--- src/rtl/shift_arbiter.sv ---
// Purpose: round-robin scheduler sharing one external logical-right barrel shifter between two requesters.
// Latency: 2 cycles from request acceptance to out_valid; peak throughput is one request per 3 cycles.
// Backpressure: out_valid/out_data/out_id hold until out_ready; no request is accepted until the result drains.
//
// Ports:
//   clk, rst                        clock and asynchronous active-high reset
//   req{0,1}_valid/_data/_amt       request word and shift amount, held by the requester until ready
//   req{0,1}_ready                  combinational grant, high only in IDLE for the arbitration winner
//   sh_in, sh_s                     registered operands driven to the shared shifter
//   sh_result                       combinational shifter output (sh_in >> sh_s)
//   out_valid/out_data/out_id       registered result and the requester that issued it
//   out_ready                       consumer accepts the result
module shift_arbiter #(
    parameter int N = 4,
    parameter int S = $clog2(N)
) (
    input  logic         clk,
    input  logic         rst,
    input  logic         req0_valid,
    input  logic [N-1:0] req0_data,
    input  logic [S-1:0] req0_amt,
    output logic         req0_ready,
    input  logic         req1_valid,
    input  logic [N-1:0] req1_data,
    input  logic [S-1:0] req1_amt,
    output logic         req1_ready,
    output logic [N-1:0] sh_in,
    output logic [S-1:0] sh_s,
    input  logic [N-1:0] sh_result,
    output logic         out_valid,
    output logic [N-1:0] out_data,
    output logic         out_id,
    input  logic         out_ready
);

    typedef enum logic [1:0] {
        IDLE = 2'd0,
        BUSY = 2'd1,
        DONE = 2'd2
    } state_t;

    state_t state;
    logic   ptr;       // requester holding priority when both are valid
    logic   id_q;      // requester whose operands are in the shifter
    logic   grant_id;
    logic   any_valid;
    logic   idle;

    // With a single valid the winner is simply that requester; ties go to ptr.
    assign any_valid = req0_valid | req1_valid;
    assign grant_id  = (req0_valid & req1_valid) ? ptr : req1_valid;
    assign idle      = (state == IDLE);

    // Gated by the requester's own valid so that no ready appears when nobody asks.
    assign req0_ready = idle & req0_valid & (grant_id == 1'b0);
    assign req1_ready = idle & req1_valid & (grant_id == 1'b1);

    always_ff @(posedge clk or posedge rst) begin
        if (rst) begin
            state     <= IDLE;
            ptr       <= 1'b0;
            id_q      <= 1'b0;
            sh_in     <= '0;
            sh_s      <= '0;
            out_valid <= 1'b0;
            out_data  <= '0;
            out_id    <= 1'b0;
        end else begin
            case (state)
                IDLE: begin
                    if (any_valid) begin
                        sh_in <= grant_id ? req1_data : req0_data;
                        sh_s  <= grant_id ? req1_amt  : req0_amt;
                        id_q  <= grant_id;
                        state <= BUSY;
                    end
                end
                BUSY: begin
                    // Shifter operands have been stable for a full cycle; capture its output.
                    out_data  <= sh_result;
                    out_id    <= id_q;
                    out_valid <= 1'b1;
                    state     <= DONE;
                end
                DONE: begin
                    if (out_ready) begin
                        out_valid <= 1'b0;
                        // The requester just served drops to lower priority.
                        ptr       <= ~out_id;
                        state     <= IDLE;
                    end
                end
                default: begin
                    state <= IDLE;
                end
            endcase
        end
    end

endmodule

--- config.mk ---
export PLATFORM = sky130hd
export DESIGN_NAME = shift_arbiter
export DESIGN_NICKNAME = d
export VERILOG_FILES = /design/src/rtl/shift_arbiter.sv
export SDC_FILE = /design/constraint.sdc
export NUM_CORES = 1
export LEC_CHECK = 0
export ABC_AREA = 1
export BUFFER_PORTS_ARGS = -buffer_cell sky130_fd_sc_hd__buf_4
export CORE_MARGIN = 8
export CORE_UTILIZATION = 48
export CTS_CLUSTER_SIZE = 20
export DETAILED_ROUTE_END_ITERATION = 10
export MAX_ROUTING_LAYER = met4
export PLACE_DENSITY_LB_ADDON = 0.3
export RECOVER_POWER = 100
export SLEW_MARGIN = 20
export SYNTH_ARGS = -nofsm -noshare
export SYNTH_HDL_FRONTEND = slang
export SYNTH_SLANG_ARGS = --single-unit
--- constraint.sdc ---
create_clock -name clk -period 2.4 [get_ports clk]
set_input_delay 0 -clock clk [delete_from_list [all_inputs] [get_ports clk]]
set_output_delay 0 -clock clk [all_outputs]
set_load 0.005 [all_outputs]
# Word-level counts from Yosys, hierarchy flattened
# Index checks and enable logic that the tools add are counted.
[classes]
muxes = 8
bitwise = 8
reduce_logical = 6
eq_ne = 4
[ops]
columns = ["op", "count"]
rows = [
  ["AND reduction 2 bit", 4],
  ["two-way mux 2 bit", 3],
  ["case mux 2 bit (3 select lines)", 1],
  ["bitwise AND 1 bit", 5],
  ["two-way mux 4 bit", 1],
  ["!= test 2 bit (second input constant)", 2],
  ["== test 2 x 1 -> 1 bit (second input constant)", 1],
  ["== test 2 bit (second input constant)", 1],
  ["zero test 2 bit", 1],
  ["two-way mux 1 bit", 2],
  ["NOT 1 bit", 2],
  ["case mux 1 bit (2 select lines)", 1],
  ["nonzero test 2 bit", 1],
  ["bitwise OR 1 bit", 1],
]
[word_totals]
register_bits = 16
wordCells = 34

# Longest topological paths before layout
# Gate-level depths: netlist of run 1.
[logic_depth]
depth_word = 4
mapped_depth = 6
ltp_nobuf = 6

# Least setup slack after synthesis of run 1
# OpenSTA, ideal clock, no wires.
[synth_path]
path_type = "register to register"
start = "register state[1]"
end = "register id_q"
setup_slack_ps = 1458
required_ps = 2282
path_buffers = 0
synth_period_minus_slack_ps = 942
t_arrival_ps = 824
setup_ps = 118
stages_incl_launch_ff = 7
cell_sequence = "dfrtp_1 inv_2 nand2_4 nor2_8 inv_6 nand2_2 o21ai_2"
[synth_between]
elab_chain_cells = 2
[synth_lines]
columns = ["item", "line_no", "rtl"]
rows = [
  ["from (decl)", "42", "state_t state;"],
  ["from (signal assigned)", "60", "state <= IDLE;"],
  ["from (signal assigned)", "75", "state <= BUSY;"],
  ["from (signal assigned)", "83", "state <= DONE;"],
  ["zero test 2 bit", "69", "case (state)"],
  ["AND reduction 2 bit (no source line)", "n/a", ""],
  ["to (signal assigned)", "74", "id_q <= grant_id;"],
  ["to (decl)", "44", "logic id_q;"],
]
# Every way passes these cells.
# A chain may end at the register's enable or synchronous reset.

# Worst setup path in the final report of run 1
[layout_path]
start = "register ptr"
end = "output port req0_ready"
[layout_between]
elab_chain_cells = 3
[layout_lines]
columns = ["item", "line_no", "rtl"]
rows = [
  ["from (decl)", "43", "logic ptr;"],
  ["from (signal assigned)", "89", "ptr <= ~out_id;"],
  ["two-way mux 1 bit", "51", "assign grant_id = (req0_valid & req1_valid) ? ptr : req1_valid;"],
  ["NOT 1 bit", "55", "assign req0_ready = idle & req0_valid & (grant_id == 1'b0);"],
  ["bitwise AND 1 bit", "55", ""],
  ["to (decl)", "22", "output logic req0_ready,"],
]
# Every way passes these cells.

==> metrics.txt, run 1 <==
antenna cells 0; overall overflow remaining after global route 0; Cell Int Power 0.737 mW; worst setup path endpoint req0_ready; Crit path required time 2.40 ns; Post CTS Setup Buffer Count 0; IO Count 35; Clock Path Buffers 2; Layout Cells excl Fill 156; Syn Nets 118; combinational power share 44.8%; die width 56.7 um; cts repair resizes 0; most frequent cells in the layout nand2_1 (38), buf_4 (21), inv_1 (17); Max H-tree Level 1; Max-Cap Viols 0; Slowest cell on crit path dfrtp_1; synth top area cells dfrtp_1 (50%), nand2_1 (17%), nand3_1 (8.2%), inv_1 (7.1%), nand2_4 (2.8%); core area 1520 sq um; Max FO, Critical Path 9; Final period util 61.8%; register area share after synthesis 50.5%; post-synth cell types 16; clk sinks 16; critical path's most frequent cell nand2_1; post-synthesis cell count 97; Crit. Startpoint ptr$_DFFE_PP0P_; pwr/cell area 1060 nW/um^2; startpoint type of the worst setup path flop; stages on the worst setup path 5; starting density of the core 52.1%; Final Cell Area 1120 sq um; Pre-antenna DRT Iters 4; Largest delay share family, worst path simple AND/OR/NAND/NOR gates; critical path endpoint category output port; Min Clock Period, post-route 1.48 ns; global-route wire length before repair 3390 um; largest net degree at the start of global routing 17; synth warn 0; register bit total from synthesis 16; Vias 753; CTS tree yes; Reg clk slew, reported paths 0.09 ns; setup_tns 0 ns; Routed WL 1980 um; Antenna Nets Post-Route 0; Reg-to-Reg End id_q$_DFFE_PP0P_; drt wl/cell 12.7 um; worst path cell trace inv_1, nand2_1, nand2_1, and3b_1, buf_4; RSZ-0062 raised after global routing false; initial antenna violation count 0; hpwl dp 1530 um; Setup Crit Path Kind flop to output port; Hold Slack -0.00311 ns; setup violators final 0; reg2reg setup slack 0.99 ns; Clk pwr share 15.0%; Mapped Avg Cell Area 8.18 sq um; overall power 1.19 mW; Fin Clk Skew 0.00132 ns; WP data arrival 1.48 ns; final hold violation count 1; Crit path buffers/inverters 2; Min-Delay Path Depth 5; Area after DPL 1060 sq um; sequential share of power 40.2%; FF/Latch Area 400 sq um; Fmax 674 MHz; multi-input logic area 274 sq um; total track usage 13.5%; PortBufs 34; failing checks negative hold slack; Sw Share 37.9%; vias in the first global route 748; Cell Area, Synth 793 sq um; Hold WC Path Type input port to flop; post-placement cell count 146; Layout area overhead 41.0%; P_sw 0.450 mW; Worst Max-Slew Pin Slew 0.638 ns; max incr delay on CP 0.37 ns; Critical R2R Launch state[0]$_DFFE_PP0P_; die area 3210 sq um; Final Max Slew Viols 0; area leader, netlist dfrtp_1; slew margin rel. 57.3%; DRT iter0 DRCs 28; share of layout cells above drive strength 1 30.0%; CTS Buf Count 3; Final GP Congestion 0.707; leakage 0.653 nW; floorplan row count 14; Worst-Skew Late Latency 0.29 ns; die height 56.7 um; Yosys top cell area share 50.5%; worst IR drop on VDD 0.628 mV; DR vias/cell 4.83; most common cell after layout, fill and taps aside nand2_1; drt drc 0; final net count 162; Filler Cell Count 123; Root Buffer clkbuf_4; outcome complete, but fails checks; FF-to-FF path depth 6
==> worst min path at each step <==
stage | from | to | slack [ns]
CTS | req0_amt[1] | sh_s[1]$_DFFE_PP0P_ | 0.006
finish | req0_amt[1] | sh_s[1]$_DFFE_PP0P_ | -0.003
global route | req0_data[2] | sh_in[2]$_DFFE_PP0P_ | 0.03
floorplan | rst | id_q$_DFFE_PP0P_ | -0.09
global placement | rst | sh_in[2]$_DFFE_PP0P_ | 0.1
detailed placement | rst | out_data[0]$_DFFE_PP0P_ | 0.09
==> registers in the layout (all words and copies together) (netlist names) <==
register and flops:
id_q 1, state 2, sh_s 2, out_valid 1, ptr 1, sh_in 4
out_id 1, out_data 4
==> cell type report <==
type                            instances  share of cell area (%)
Multi-Input combinational cell         61                    24.5
Clock buffer                            4                    3.24
Sequential cell                        16                    35.8
Timing Repair Buffer                   40                    27.9
Inverter                               19                    6.82
Tap cell                               16                    1.79
==> tightest hold or removal path: cells and delay by family <==
| kind | cells | cell delay, ns |
|---|---|---|
| and+or+nand+nor | 3 | 0.16 |
| buffers and inverters | 2 | 0.11 |
==> power groups by stage <==
stage	Combinational, mW	Clock, mW	Sequential [mW]
finish	0.531	0.179	0.477
global route	0.607	0.194	0.491
CTS	0.596	0.178	0.481
detailed placement	0.588	0	0.485
global placement	0.560	0	0.482
floorplan	0.314	0	0.482
==> synth_stat cells <==
cell     instances
and3b_1          1
o21ai_0          3
buf_6            1
inv_2            3
nor2_2           1
nor2_1           1
nand3_1         13
inv_1           15
o21ai_2          1
nand2_4          2
inv_6            1
dfrtp_1         16
nor2_4           1
nor2_8           1
nand2_2          2
nand2_1         35
==> through the flow <==
step,setup slack (ns),util [%]
floorplan,1.46,-
global route,0.781,73.4
finish,0.916,73.4
CTS,1.12,75.7
detailed placement,1.29,69.4
global placement,1.36,69.4
==> metal layers <==
metal / global-route usage, % / vias up / share of wire (%)
met5: - / - / 0
met4: 4.12 / 0 / 1.2
met3: 4.72 / 4 / 6.7
met2: 23.8 / 26 / 55
met1: 13.5 / 345 / 37
li1: - / 378 / -
==> cell families (layout without fill, tap and decap cells) <==
| family | after synthesis | count (layout) | synth area share (%) |
|---|---|---|---|
| compound gates | 4 | 4 | 3.00 |
| buf+inv | 20 | 63 | 11.0 |
| flops | 16 | 16 | 50.5 |
| simple gates | 57 | 57 | 35.5 |
==> repair_timing <==
action | in CTS | in global routing
endpoints found under the hold margin | 21 | 0
hold buffers | 6 | 0
setup endpoints to repair | 0 | 0
Note: power is estimated with default switching activity, not from simulation.
==> run 2, diff against run 1 <==
--- a/config.mk
+++ b/config.mk
@@ -8,7 +8,7 @@
 export ABC_AREA = 1
 export BUFFER_PORTS_ARGS = -buffer_cell sky130_fd_sc_hd__buf_4
 export CORE_MARGIN = 8
-export CORE_UTILIZATION = 48
+export CORE_UTILIZATION = 41
 export CTS_CLUSTER_SIZE = 20
 export DETAILED_ROUTE_END_ITERATION = 10
 export MAX_ROUTING_LAYER = met4
==> constraint.sdc (replaced) <==
create_clock -name clk -period 1.3 [get_ports clk]
set_input_delay 0 -clock clk [delete_from_list [all_inputs] [get_ports clk]]
set_output_delay 0 -clock clk [all_outputs]
set_load 0.005 [all_outputs]
==> run 2 against run 1 <==
The run now ends clean. Clock-buffer cell count did not move. Non-clock buffer count grew 2. Combinational power up 92%. Sequential share of layout area down 1.5 points. Setup slack got worse by 0.84 ns. Final area rose by 4.3%. Clock power rose by 75%. Register-to-register slack got worse by 0.86 ns. Cell count up 8.3%. Critical endpoint unchanged. Highest routed layer unchanged.
==> metrics.txt, run 2 (same netlist as run 1, synthesis figures left out) <==
outcome finished clean; Worst-Skew Late Latency 0.27 ns (-0.02 ns); Max FO, Critical Path 7 (-2); initial antenna violation count 0 (unchanged); Largest regs out_data x4, sh_in x4; hpwl dp 1480 um (-2.9%); final net count 164 (+1.2%); Fin Clk Skew 0.00251 ns (+0.00119 ns); die width 60.0 um (+5.9%); final worst slack 0.0739 ns (-0.842 ns); Final Cell Area 1170 sq um (+4.3%); vias in the first global route 743 (-0.67%); share of layout cells above drive strength 1 32.4% (+2.4 points); Final Max Slew Viols 0 (unchanged); startpoint type of the worst setup path flop; Routed WL 1910 um (-3.7%); drt drc 0 (unchanged); Layout Cells excl Fill 169 (+8.3%); max incr delay on CP 0.40 ns (+0.03 ns); Layout area overhead 47.0%; Reg clk slew, reported paths 0.09 ns (about the same); RSZ-0062 raised after global routing false; Util after Layout 61.3% (-12 points); final hold violation count 0 (-1); floorplan row count 16 (+2); CTS tree yes; Pre-antenna DRT Iters 4 (unchanged); clk sinks 16 (unchanged); Slowest cell on crit path dfrtp_1; DRT iter0 DRCs 17 (-39%); Area after DPL 1070 sq um (+1.3%); WP data arrival 1.23 ns (-0.25 ns); Final period util 94.3%; IO Count 35 (unchanged); pwr/cell area 1900 nW/um^2 (+79%); Fmax 816 MHz; setup_tns 0 ns (unchanged); overall overflow remaining after global route 0 (unchanged); overall power 2.21 mW (+86%); Hold Slack 0.0201 ns (+0.0232 ns); Worst Max-Slew Pin Slew 0.584 ns (-0.0544 ns); CTS Buf Count 3 (unchanged); Place WS 0.237 ns (-1.05 ns); Crit path required time 1.30 ns (-1.10 ns); Hold WC Path Type input port to flop; largest net degree at the start of global routing 17 (unchanged); global-route wire length before repair 3280 um (-3.4%); post-placement cell count 157 (+7.5%); antenna cells 0 (unchanged); critical path endpoint category output port; Root Buffer clkbuf_4; FF/Latch Area 400 sq um (unchanged); worst path cell trace inv_1, nand2_2, nand2_4, and3b_1, buf_4; setup violators final 0 (unchanged); Min Clock Period, post-route 1.23 ns; leakage 0.667 nW (+2.1%); die area 3600 sq um (+12%); Clock Path Buffers 2 (unchanged); Max H-tree Level 1 (unchanged); Crit path buffers/inverters 2 (unchanged); drt wl/cell 11.3 um (-11%); Final GP Congestion 0.775 (+9.6%); cts repair resizes 0 (unchanged); Vias 737 (-2.1%); slew margin rel. 61.0% (+3.7 points); worst IR drop on VDD 0.869 mV (+38%); Setup Crit Path Kind flop to output port; Largest delay share family, worst path flip-flops; total track usage 12.0% (-1.5 points); core area 1900 sq um (+25%); die height 60.0 um (+5.9%); PortBufs 34 (unchanged); Max-Cap Viols 0 (unchanged); multi-input logic area 305 sq um (+11%); DR vias/cell 4.36 (-9.7%); most common cell after layout, fill and taps aside nand2_1; Antenna Nets Post-Route 0 (unchanged); Filler Cell Count 178 (+45%); most frequent cells in the layout nand2_1 (35), buf_4 (23), inv_1 (18); starting density of the core 41.7% (-10 points)
run 2: changes by cell type in the layout (fill, tap and decap cells not counted), sizes merged:
| cell | previous run | this run |
|---|---|---|
| buf | 21 | 23 |
run 2: worst reg2reg max path, delay by kind of cell, from the launching register on:
family	cells	cell delay, ns
simple gates	4	0.38
buf+inv	2	0.26
flops	1	0.42
run 2: final cells by class:
cell class / instances / share of cell area (%)
clock buffer: 4 / 3.11
inverter: 19 / 6.12
multi-input combinational: 61 / 26.2
sequential: 16 / 34.3
tap: 27 / 2.90
timing repair buffer: 42 / 27.4
run 2: final timing paths:
check	from	to	slack, ns	depth (start not counted)
setup / recovery	ptr$_DFFE_PP0P_	req0_ready	0.07	5
hold / removal	req0_amt[1]	sh_s[1]$_DFFE_PP0P_	0.02	5
setup reg to reg	state[1]$_DFFE_PP0P_	sh_in[1]$_DFFE_PP0P_	0.13	6
hold reg to reg	out_data[3]$_DFFE_PP0P_	out_data[3]$_DFFE_PP0P_	0.48	2
max in group asynchronous	rst	out_data[1]$_DFFE_PP0P_	0.58	3
min in group asynchronous	rst	sh_in[0]$_DFFE_PP0P_	0.34	3
run 2: what timing repair did:
| action | 4_1_cts | 5_1_grt |
|---|---|---|
| setup buffers | 0 | 2 |
| hold buffers | 6 | 0 |
| setup endpoints to repair | 0 | 1 |
| endpoints found under the hold margin | 21 | 0 |
run 2: power by group:
part	internal [mW]	switching, mW	leakage (nW)
sequential	0.741	0.143	0.196
combinational	0.462	0.554	0.450
clock	0.170	0.143	0.0210
total	1.37	0.840	0.667
run 2: metal layers:
layer | share of wire (%) | track usage [%] | vias to the layer above
li1 | - | - | 380
met1 | 44 | 13.8 | 331
met2 | 48 | 19.2 | 24
met3 | 7.3 | 4.52 | 2
met4 | 0.52 | 2.72 | 0
met5 | 0 | - | -
